**src/rtl/mul_add_nat_seq_if.sv**
```systemverilog
// Operand/result bundle for mul_add_nat_seq: soc/x/y/c from the consumer, eoc/m back.
// master = consumer side, slave = the multiply-add block.
interface mul_add_nat_seq_if #(
    parameter int N = 4,
    parameter int M = 4
);
    logic             soc;
    logic [N-1:0]     x;
    logic [M-1:0]     y;
    logic [N-1:0]     c;
    logic             eoc;
    logic [N+M-1:0]   m;

    modport master (output soc, x, y, c, input eoc, m);
    modport slave  (input soc, x, y, c, output eoc, m);
endinterface

```
**src/rtl/mul_add_nat_seq.sv**
```systemverilog
// Sequential shift-and-add m = x*y + c, one multiplier bit per clock.
// Optional macro MUL_ADD_SEQ_EARLY_EXIT_EN stops as soon as the remaining multiplier is zero.
module mul_add_nat_seq #(
    parameter int N = 4,
    parameter int M = 4
) (
    input  logic                 clock,
    input  logic                 reset,
    mul_add_nat_seq_if.slave     bus,
    output logic [1:0]           dbg_state
);
    localparam int W  = N + M;
    localparam int CW = $clog2(M + 1);

    // Handshake: consumer raises soc and holds it until eoc falls; it then drops
    // soc and may start again only once eoc is back high. soc seen while busy is
    // never a restart; it only keeps the block parked in WAIT after termination.
    typedef enum logic [1:0] {IDLE = 2'd0, CALC = 2'd1, WAIT = 2'd2} state_t;

    state_t         state, state_nxt;
    logic [W-1:0]   xs;
    logic [W-1:0]   acc;
    logic [M-1:0]   ys;
    logic [CW-1:0]  cnt;
    logic           eoc_q;

    logic [CW-1:0]  cnt_step;
    logic [M-1:0]   ys_shift;
    logic           last_step;

    assign cnt_step = cnt + 1'b1;
    assign ys_shift = ys >> 1;

`ifdef MUL_ADD_SEQ_EARLY_EXIT_EN
    assign last_step = (cnt_step == CW'(M)) || (ys_shift == '0);
`else
    assign last_step = (cnt_step == CW'(M));
`endif

    always_comb begin
        state_nxt = state;
        case (state)
            IDLE: if (bus.soc) state_nxt = CALC;
            CALC: if (last_step) state_nxt = bus.soc ? WAIT : IDLE;
            WAIT: if (!bus.soc) state_nxt = IDLE;
            default: state_nxt = IDLE;
        endcase
    end

    always_ff @(posedge clock or posedge reset) begin
        if (reset) state <= IDLE;
        else       state <= state_nxt;
    end

    // eoc is registered from the next state so it lines up with the state register.
    always_ff @(posedge clock or posedge reset) begin
        if (reset) begin
            xs    <= '0;
            ys    <= '0;
            acc   <= '0;
            cnt   <= '0;
            eoc_q <= 1'b1;
        end else begin
            eoc_q <= (state_nxt == IDLE);
            case (state)
                IDLE: begin
                    if (bus.soc) begin
                        xs  <= W'(bus.x);
                        ys  <= bus.y;
                        acc <= W'(bus.c);
                        cnt <= '0;
                    end
                end
                CALC: begin
                    if (ys[0]) acc <= acc + xs;
                    xs  <= xs << 1;
                    ys  <= ys_shift;
                    cnt <= cnt_step;
                end
                default: ;
            endcase
        end
    end

    assign bus.eoc   = eoc_q;
    assign bus.m     = acc;
    assign dbg_state = state;
endmodule

```
**src/flat_wrapper.sv**
```systemverilog
// flat-port wrapper written by rule: the top's interface ports become plain ports
module mul_add_nat_seq_flat 
#(
    parameter int N = 4,
    parameter int M = 4
)
  (clock, reset, dbg_state, bus_soc, bus_x, bus_y, bus_c, bus_eoc, bus_m);
  mul_add_nat_seq_if #(.N(N), .M(M)) bus_i ();
  input  logic clock;
  input  logic reset;
  output logic [1:0] dbg_state;
  input wire logic [$bits(bus_i.soc)-1:0] bus_soc;
  input wire logic [$bits(bus_i.x)-1:0] bus_x;
  input wire logic [$bits(bus_i.y)-1:0] bus_y;
  input wire logic [$bits(bus_i.c)-1:0] bus_c;
  output wire logic [$bits(bus_i.eoc)-1:0] bus_eoc;
  output wire logic [$bits(bus_i.m)-1:0] bus_m;
  assign bus_i.soc = bus_soc;
  assign bus_i.x = bus_x;
  assign bus_i.y = bus_y;
  assign bus_i.c = bus_c;
  assign bus_eoc = bus_i.eoc;
  assign bus_m = bus_i.m;
  mul_add_nat_seq #(.N(N), .M(M)) u_core (.clock(clock), .reset(reset), .bus(bus_i), .dbg_state(dbg_state));
endmodule
```
**config.mk**
```make
export PLATFORM = sky130hd
export DESIGN_NAME = mul_add_nat_seq_flat
export DESIGN_NICKNAME = d
export VERILOG_FILES = /design/src/rtl/mul_add_nat_seq_if.sv /design/src/rtl/mul_add_nat_seq.sv /design/src/flat_wrapper.sv
export SDC_FILE = /design/constraint.sdc
export NUM_CORES = 1
export LEC_CHECK = 0
export ABC_AREA = 1
export CORE_ASPECT_RATIO = 1.4
export CORE_MARGIN = 2
export CORE_UTILIZATION = 45
export DETAILED_ROUTE_END_ITERATION = 10
export GPL_TIMING_DRIVEN = 0
export HOLD_SLACK_MARGIN = 0.05
export PLACE_DENSITY = 0.73
export SETUP_SLACK_MARGIN = 0.15
export SLEW_MARGIN = 15
export SYNTH_ARGS = -nofsm -noshare
export SYNTH_HDL_FRONTEND = slang
export SYNTH_SLANG_ARGS = --single-unit
```
**constraint.sdc**
```tcl
create_clock -name clock -period 1.5 [get_ports clock]
set_input_delay 0.15 -clock clock [delete_from_list [all_inputs] [get_ports clock]]
set_output_delay 0.15 -clock clock [all_outputs]
set_load 0.03 [all_outputs]
```
### Word level (Yosys, flattened, before mapping)

Index checks and enable logic that the tools add are counted.
Widths: inputs -> output; s select.

* bits of input ports: 15
* register bits after elaboration: 26
* logic and storage cells: 32
* output and inout port bits: 11

* add/subtract/negate cells: 2
* muxes and demuxes: 14
* equality and inequality tests: 5
* reductions and logical operators: 5

Operator list (count)
* $pmux 8 s2: 2
* $mux 8: 3
* $add 8x8->8: 1
* $mux 2: 4
* $pmux 4 s2: 1
* $pmux 2 s3: 1
* $pmux 3 s2: 1
* $logic_not 2->1: 2
* $mux 4: 1
* $add 3x1->3 const B: 1
* $eq 3x3->1 const B: 1
* $mux 3: 1
* $reduce_and 3->1: 1
* $eq 2x1->1 const B: 1
* $eq 2x2->1 const B: 1
* $ne 2x1->1 const B: 1
* $ne 2x2->1 const B: 1
* $reduce_and 2->1: 1
* $reduce_bool 2->1: 1

### Logic depth before layout (Yosys ltp)

* word-level depth: 5
* depth in mapped cells: 11
* gate-level depth less buffers: 11

### Least setup slack after synthesis

OpenSTA, ideal clock, no wires.

* path kind: register -> register
* start: register u_core.acc[0] (netlist: u_core.bus.m[0])
* end: register u_core.acc[6] (netlist: u_core.bus.m[6])
* period minus slack after synthesis: 1709 ps
* arrival: 1591 ps
* path slack: -209 ps
* cell stages (with the launch flop): 12
* cells stage by stage: dfrtp_1 > ha_1 > inv_1 > fa_1 > inv_1 > nand2_1 > nand2_1 > nand3b_1 > nand2_1 > nand2_1 > nand3_1 > nand2_1

* cells in the longest elaborated chain, start to end: 3

Ends and longest elaborated chain
* start, declared: line mul_add_nat_seq.sv:22 `logic [W-1:0] acc;`
* start signal, assigned: line mul_add_nat_seq.sv:70 `acc <= W'(bus.c);`
* start signal, assigned: line mul_add_nat_seq.sv:75 `if (ys[0]) acc <= acc + xs;`
* $add 8x8->8: line mul_add_nat_seq.sv:75
* $mux 8: line mul_add_nat_seq.sv:75
* $pmux 8 s2: line mul_add_nat_seq.sv:65 `case (state)`

Every way passes these cells. The select of a mux whose other input is x is not followed.
A chain may end at the register's enable or synchronous reset.

### Worst setup path after layout

* start: register u_core.acc[0] (netlist: u_core.bus.m[0])
* end: register u_core.acc[4] (netlist: u_core.bus.m[4])

The elaborated chain is that of the path after synthesis.

==> results.py <==
metrics = {
    "finish": {
        "layout.nets": 240,
        "utilization_pct": 63.3,
        "finish.instance_area_mm2": 0.00198,
        "drive_gt1_share_pct": 24.3,
        "regArea_um2": 658,
        "multi_input_area_um2": 781,
        "fill_cells": 276,
        "antennaDiodeCount": 0,
        "area_growth_pct": 35.3,
    },
    "floorplan": {
        "die_area_mm2": 0.00373,
        "floorplan.initialDensity_pct": 46.8,
        "core_area_mm2": 0.00312,
        "die_w_um": 52.2,
        "io_pins": 26,
        "row_count": 24,
        "die_h_um": 71.4,
    },
    "global_route": {
        "overflow": 0,
        "antenna_found_initial": 0,
        "grt_max_degree": 27,
        "grt_usage_pct": 19.9,
        "grt_pass1_wl_um": 5660,
        "grt_pass1_vias": 1331,
    },
    "placement": {
        "dpl-instance-area_mm2": 0.00181,
        "post-dp-hpwl_um": 2400,
        "numPortBuffers": 25,
        "gp_congestion": 0.799,
    },
    "yosys": {
        "yosys.area_share.adder_pct": 9.08,
        "synth-simple-area-share_pct": 21.4,
        "synth_mux_area_share_pct": 0,
        "yosysWarnings": 0,
        "synth_top_family_by_area": "simple AND/OR/NAND/NOR gates",
        "avgSynthCellArea_um2": 8.26,
        "yosys.area.top_type": "dfrtp_1",
        "synth_cells": 177,
        "synth_compound_area_share_pct": 14.4,
        "yosysSeqAreaShare_pct": 44.6,
        "synth_xor_area_share_pct": 1.20,
        "ys_seq_elements": 26,
        "synth_area_leaders": "dfrtp_1, nand2_1, ha_1",
        "synth_area_mm2": 0.00146,
        "ys_types": 27,
        "synth_top_area_share_pct": 42.8,
        "synth_nets": 202,
    },
    "drt": {
        "detail_route.wl_per_cell_um": 13.3,
        "drt_wl_total_um": 3360,
        "drt_iter0_markers": 13,
        "route.met3.wl_um": 72,
        "drc": 0,
        "vias": 1270,
        "viasPerCell": 5.02,
        "met2_wirelength_um": 1790,
        "met1Wirelength_um": 1460,
        "top_layer": "met4",
        "antenna_left": 0,
        "firstDrtPassIters": 4,
    },
    "clock_network": {
        "clock_latency_ns": 0.27,
        "hold_buffers": 0,
        "clk_pin_slew_ns": 0.09,
        "cts.sinks": 26,
        "cts_buffers": 3,
        "root_buffer": "clkbuf_8",
        "h-tree-depth": 1,
        "cts.path.max_buffers": 2,
        "cts_tree": "yes",
    },
    "setup_path": {
        "rrSetupSlack_ns": -0.07,
        "critPathMaxFanout": 3,
        "worstSetupEndpoint": "u_core.bus.m[4]",
        "critPathArrivalTime_ns": 1.74,
        "rr_worst_depth": 10,
        "cp-end-kind": "flip-flop",
        "worstReg2RegStart": "u_core.bus.m[0]",
        "regToRegEndpoint": "u_core.bus.m[4]",
        "cp-start-kind": "flip-flop",
        "critPathKind": "reg -> reg",
        "crit_path_start": "u_core.bus.m[0]",
        "cp.required_ns": 1.67,
    },
    "pwr": {
        "p_leak_uw": 0.000947,
        "power_density_mw_per_mm2": 2430,
        "peakVddDrop_v": 0.00151,
        "power_uw": 4800,
    },
    "sta": {
        "layout_setup_ws_ns": -0.0690,
        "setup_viol": 2,
        "period_minus_slack_ns": 1.57,
        "whs_ns": 0.286,
        "clock.fmax_ghz": 0.637,
        "fin_skew_ns": 0.00346,
        "rsz0062_at_grt": "true",
        "maxSlewViolCount": 0,
        "slew_headroom_pct": 60.8,
        "tightest_slew_ns": 0.587,
        "period_share_pct": 105,
        "hold_violations": 0,
        "totalNegativeSetupSlack_ns": -0.127,
    },
    "run_status": {
        "violations": "negative setup slack",
        "status": "complete, but fails checks",
    },
    "hold_path": {
        "holdCritPathClass": "in -> async",
    },
    "flow_run": {
        "drv_cap": 0,
    },
}
==> cells by family after synthesis <==
logic type,after synthesis
AND/OR/NAND/NOR,73
XOR/XNOR,2
adder cells (fa/ha/maj),10
AO/OA/AOI/OAI,36
buffers and inverters,30
flip-flops,26
==> Yosys cell counts <==
library cell and instances:
dfrtp_1 25, inv_2 2, buf_4 2, nand3b_1 2, nand2_2 2, a21oi_2 1, a21oi_1 5, or2_2 1
or2_1 2, clkinv_2 1, or2_0 1, fa_1 1, nor2_1 13, nand2_1 42, nand3_1 9, o21ai_1 3
xor2_1 2, o22ai_1 7, ha_1 9, a22o_1 1, buf_6 2, dfstp_2 1, and2_4 1, o21ai_0 15
inv_1 23, o21ai_2 3, o211ai_1 1
==> metrics by stage <==
stage / worst slack, ns / std cells
global placement: -0.0896 / 241
CTS: -0.0728 / 248
global route: -0.163 / 253
detailed placement: -0.136 / 241
finish: -0.0690 / 253
floorplan: -0.0625 / 177
==> metal layers <==
metal	up-vias	global-route usage [%]
li1	645	-
met1	604	25.0
met2	17	35.2
met3	4	2.50
met4	0	6.27
met5	-	0
==> power by group <==
| part | switching, uW | internal, uW | total (uW) | leakage (uW) |
|---|---|---|---|---|
| logic | 1690 | 1330 | 3020 | 0.000600 |
| registers | 276 | 1050 | 1330 | 0.000318 |
| clock network | 221 | 235 | 455 | 0.0000288 |
==> critical path, stage by stage (launching register included) <==
cell     delay [ns]
dfrtp_2        0.44
ha_4           0.17
inv_2          0.05
fa_2           0.21
inv_2          0.05
nand2_2        0.06
nand2_2        0.05
and2_4         0.13
or2_0          0.19
nand3_1        0.07
nand2_1        0.05
==> state kept, by name, indices dropped and copies added (netlist names) <==
| register | flops |
|---|---|
| u_core.cnt | 3 |
| u_core.ys | 4 |
| u_core.dbg_state | 2 |
| u_core.bus.eoc | 1 |
| u_core.bus.m | 8 |
| u_core.xs | 8 |
==> worst min-delay path by stage <==
| stage | from | endpoint | slack [ns] | cells past startpoint |
|---|---|---|---|---|
| 6_report | reset | u_core.cnt[1] | 0.29 | 2 |
| 5_1_grt | reset | u_core.xs[7] | 0.33 | 2 |
| 4_1_cts | reset | u_core.cnt[0] | 0.45 | 2 |
| 3_5_place_dp | u_core.ys[2] | u_core.ys[2] | 0.49 | 2 |
| 3_3_place_gp | u_core.ys[2] | u_core.ys[2] | 0.47 | 2 |
| 2_1_floorplan | reset | u_core.bus.m[4] | 0.19 | 1 |
==> layout by cell type, fill, tap and decap left out, drive strengths merged, types with 2 or more instances in the layout <==
cell type / n
o21ai: 21
clkbuf: 5
or2: 4
dfrtp: 25
nand2: 44
dlygate4sd2: 9
o22ai: 7
nor2: 13
buf: 12
nand3: 9
clkdlybuf4s50: 14
inv: 24
nand3b: 2
a21oi: 6
xor2: 2
ha: 9
==> final cells by class <==
type                       count  area share [%]
sequential                    26            33.3
tap                           39            2.47
inverter                      26            5.19
buffer                         4            1.90
timing repair buffer          33            14.9
clock buffer                   4            2.78
multi-input combinational    121            39.5
==> timing repair <==
action / CTS / global route
setup buffers: 3 / 5
pin swaps: 5 / 9
gates resized for setup: 17 / 11
endpoints found under the setup margin: 18 / 17
No activity file was read; power rests on OpenSTA's default activity.
==> variant: new RTL, same settings <==
Register the output `dbg_state` once more, without a reset; this adds one clock of latency there. The other outputs are not delayed to match.
--- a/src/rtl/mul_add_nat_seq.sv
+++ b/src/rtl/mul_add_nat_seq.sv
@@ -84,6 +84,8 @@
 
     assign bus.eoc   = eoc_q;
     assign bus.m     = acc;
-    assign dbg_state = state;
+    always_ff @(posedge clock) begin
+        dbg_state <= state;
+    end
 endmodule
 
Formal check against the unedited RTL: not equivalent (Yosys sat finds a counterexample within 4 cycles, from zero or initial values and one cycle with reset high).
==> variant against the unedited design <==
  * The flow still finishes with violations (negative setup slack)
  * Count of clock-buffer cells in the layout unchanged
  * Wire length increased by 6.7%
  * Die area is 1.2% higher
  * Total power grew 6.3%
  * Largest cell class unchanged
  * Worst setup slack got worse by 0.020 ns
  * Critical endpoint is now u_core.bus.m[2]
  * Synthesized area increased by 1.3%
  * Sequential cell count rose by 2
  * Final area up 3.0%
==> variant: results (changes against the unedited design) <==
[yosys]
yosys.area_share.adder=0.0896  ; -0.00115
synth_cell_type_count=24  ; -11%
synth_most_common_cell=nand2_1
synthTopCellsByArea=dfrtp_1, nand2_1, ha_1
synthXorXnorAreaFrac=0.0118  ; -0.000152
seq_area_frac_synth=0.467  ; +0.0214
synth_nets=201  ; -0.50%
yosys-top-cells-count=nand2_1, dfrtp_1, inv_1
ys_async_sr_fraction=0.929  ; -0.0714
synth_compound_area_frac=0.154  ; +0.0100
synthFlopType=dfrtp_1
ys_warn_count=0  ; unchanged
muxShareOfSynthArea=0  ; unchanged

[placed_design]
dpl.hpwl_um=2550  ; +6.4%
pre_cts_slack_ns=-0.121  ; +0.0151 ns
portBuffers=25  ; unchanged
place_congestion=0.802  ; +0.35%

[power]
vdd_drop_max_v=0.00151  ; about the same
leakage_nw=0.950  ; +0.26%

[cts]
cts.clk_slew.worst_paths_ns=0.09  ; about the same
h-tree-depth=1  ; unchanged
numCtsBuffers=3  ; unchanged
clockBufferDepth=2  ; unchanged
clock_latency_ns=0.27  ; about the same
root_buffer=clkbuf_8

[timing]
tightest_slew_ns=0.591  ; +0.00344 ns
setup_viol=3  ; +1
tns_ns=-0.223  ; -0.0955 ns
clock_skew_ns=0.00238  ; -0.00109 ns
fin_ws_ns=-0.0895  ; -0.0205 ns

[drt]
drt-total-wl_um=3590  ; +6.7%
via_per_inst=5.23  ; +4.1%
drtIter0Drc=21  ; +8
drt_first_pass_iters=4  ; unchanged

[final_layout]
fillCellCount=275  ; -0.36%
fin_nets=240  ; unchanged
final_layout_size_suffix_gt1_frac=0.266  ; +0.0234
diodes=0  ; unchanged

[grt]
grt_max_degree=27  ; unchanged
antenna_found_initial=0  ; unchanged
grt_usage=0.199  ; about the same
grt_pass1_vias=1345  ; +1.1%
grt_pass1_wl_um=5730  ; +1.2%

[critical_path]
arrival_ns=1.73
crit_path_max_fanout=2  ; -1

[outcome]
violations=negative setup slack
status=finished, violations left

[worst_hold_path]
hold_path.class=input pin to async pin

-- variant: cell types whose count changed after synthesis, sizes merged, moves of 2 or more --
cell	unedited run	this run
nand3	9	11
nor2	13	11
nand2	44	38
a21oi	6	13
o21ai	21	19
or2	4	2
dfxtp	0	2
-- variant: what timing repair did --
item	4_1_cts	5_1_grt
setup endpoints to repair	18	15
setup buffers	5	4
pin swaps	13	16
resized for setup	14	21
-- variant: stage by stage --
stage          area, sq um  cells   util
2_1_floorplan         1570    176      -
3_3_place_gp          1870    240  0.600
3_5_place_dp          1870    240  0.600
4_1_cts               1960    249  0.626
5_1_grt               2040    253  0.652
6_report              2040    253  0.652
-- variant: worst paths after layout --
| kind | end | from | cells past startpoint | slack, ns |
|---|---|---|---|---|
| max | u_core.bus.m[2] | u_core.xs[0] | 8 | -0.09 |
| min | u_core.bus.m[7] | reset | 2 | 0.28 |
| max reg2reg | u_core.bus.m[2] | u_core.xs[0] | 8 | -0.09 |
| min reg2reg | u_core.dbg_state[1] | u_core.state[1] | 0 | 0.44 |
| max in group asynchronous | u_core.bus.m[2] | reset | 2 | 0.85 |
| min in group clock | u_core.dbg_state[1] | u_core.state[1] | 0 | 0.44 |
-- variant: final cells by class --
cell class	count	area, sq um	area share
buffer	4	31.3	0.0154
clock buffer	4	55.1	0.0270
inverter	26	104	0.0510
multi-input combinational	118	796	0.391
sequential	28	702	0.345
tap	39	48.8	0.0240
timing repair buffer	34	299	0.147
-- variant: report_power, final --
group | internal, mW | switching [mW] | total [mW] | leakage [nW]
combinational | 1.40 | 1.82 | 3.22 | 0.592
clock | 0.235 | 0.226 | 0.461 | 0.0288
sequential | 1.14 | 0.290 | 1.43 | 0.329
total | 2.77 | 2.34 | 5.10 | 0.950
-- variant: kinds of logic (layout without fill, tap and decap cells) --
kind of cell / count (synthesis) / after routing
simple gates: 65 / 65
flops: 28 / 28
fa+ha+maj: 10 / 10
compound gates: 41 / 41
xor+xnor: 2 / 2
buf+inv: 30 / 68
-- variant: metal layers --
layer	track usage	up-vias	share of wire
met5	0	-	0
met2	0.361	23	0.54
met4	0.0484	0	0.0053
met3	0.0250	2	0.024
met1	0.245	647	0.43
li1	-	650	-
-- variant: worst max-delay path, stage by stage (launching register included) --
cell,delay [ns]
dfrtp_1,0.41
ha_4,0.16
inv_2,0.04
fa_2,0.34
buf_4,0.14
xor2_1,0.13
nor2_1,0.06
a21oi_1,0.12
o21ai_1,0.07
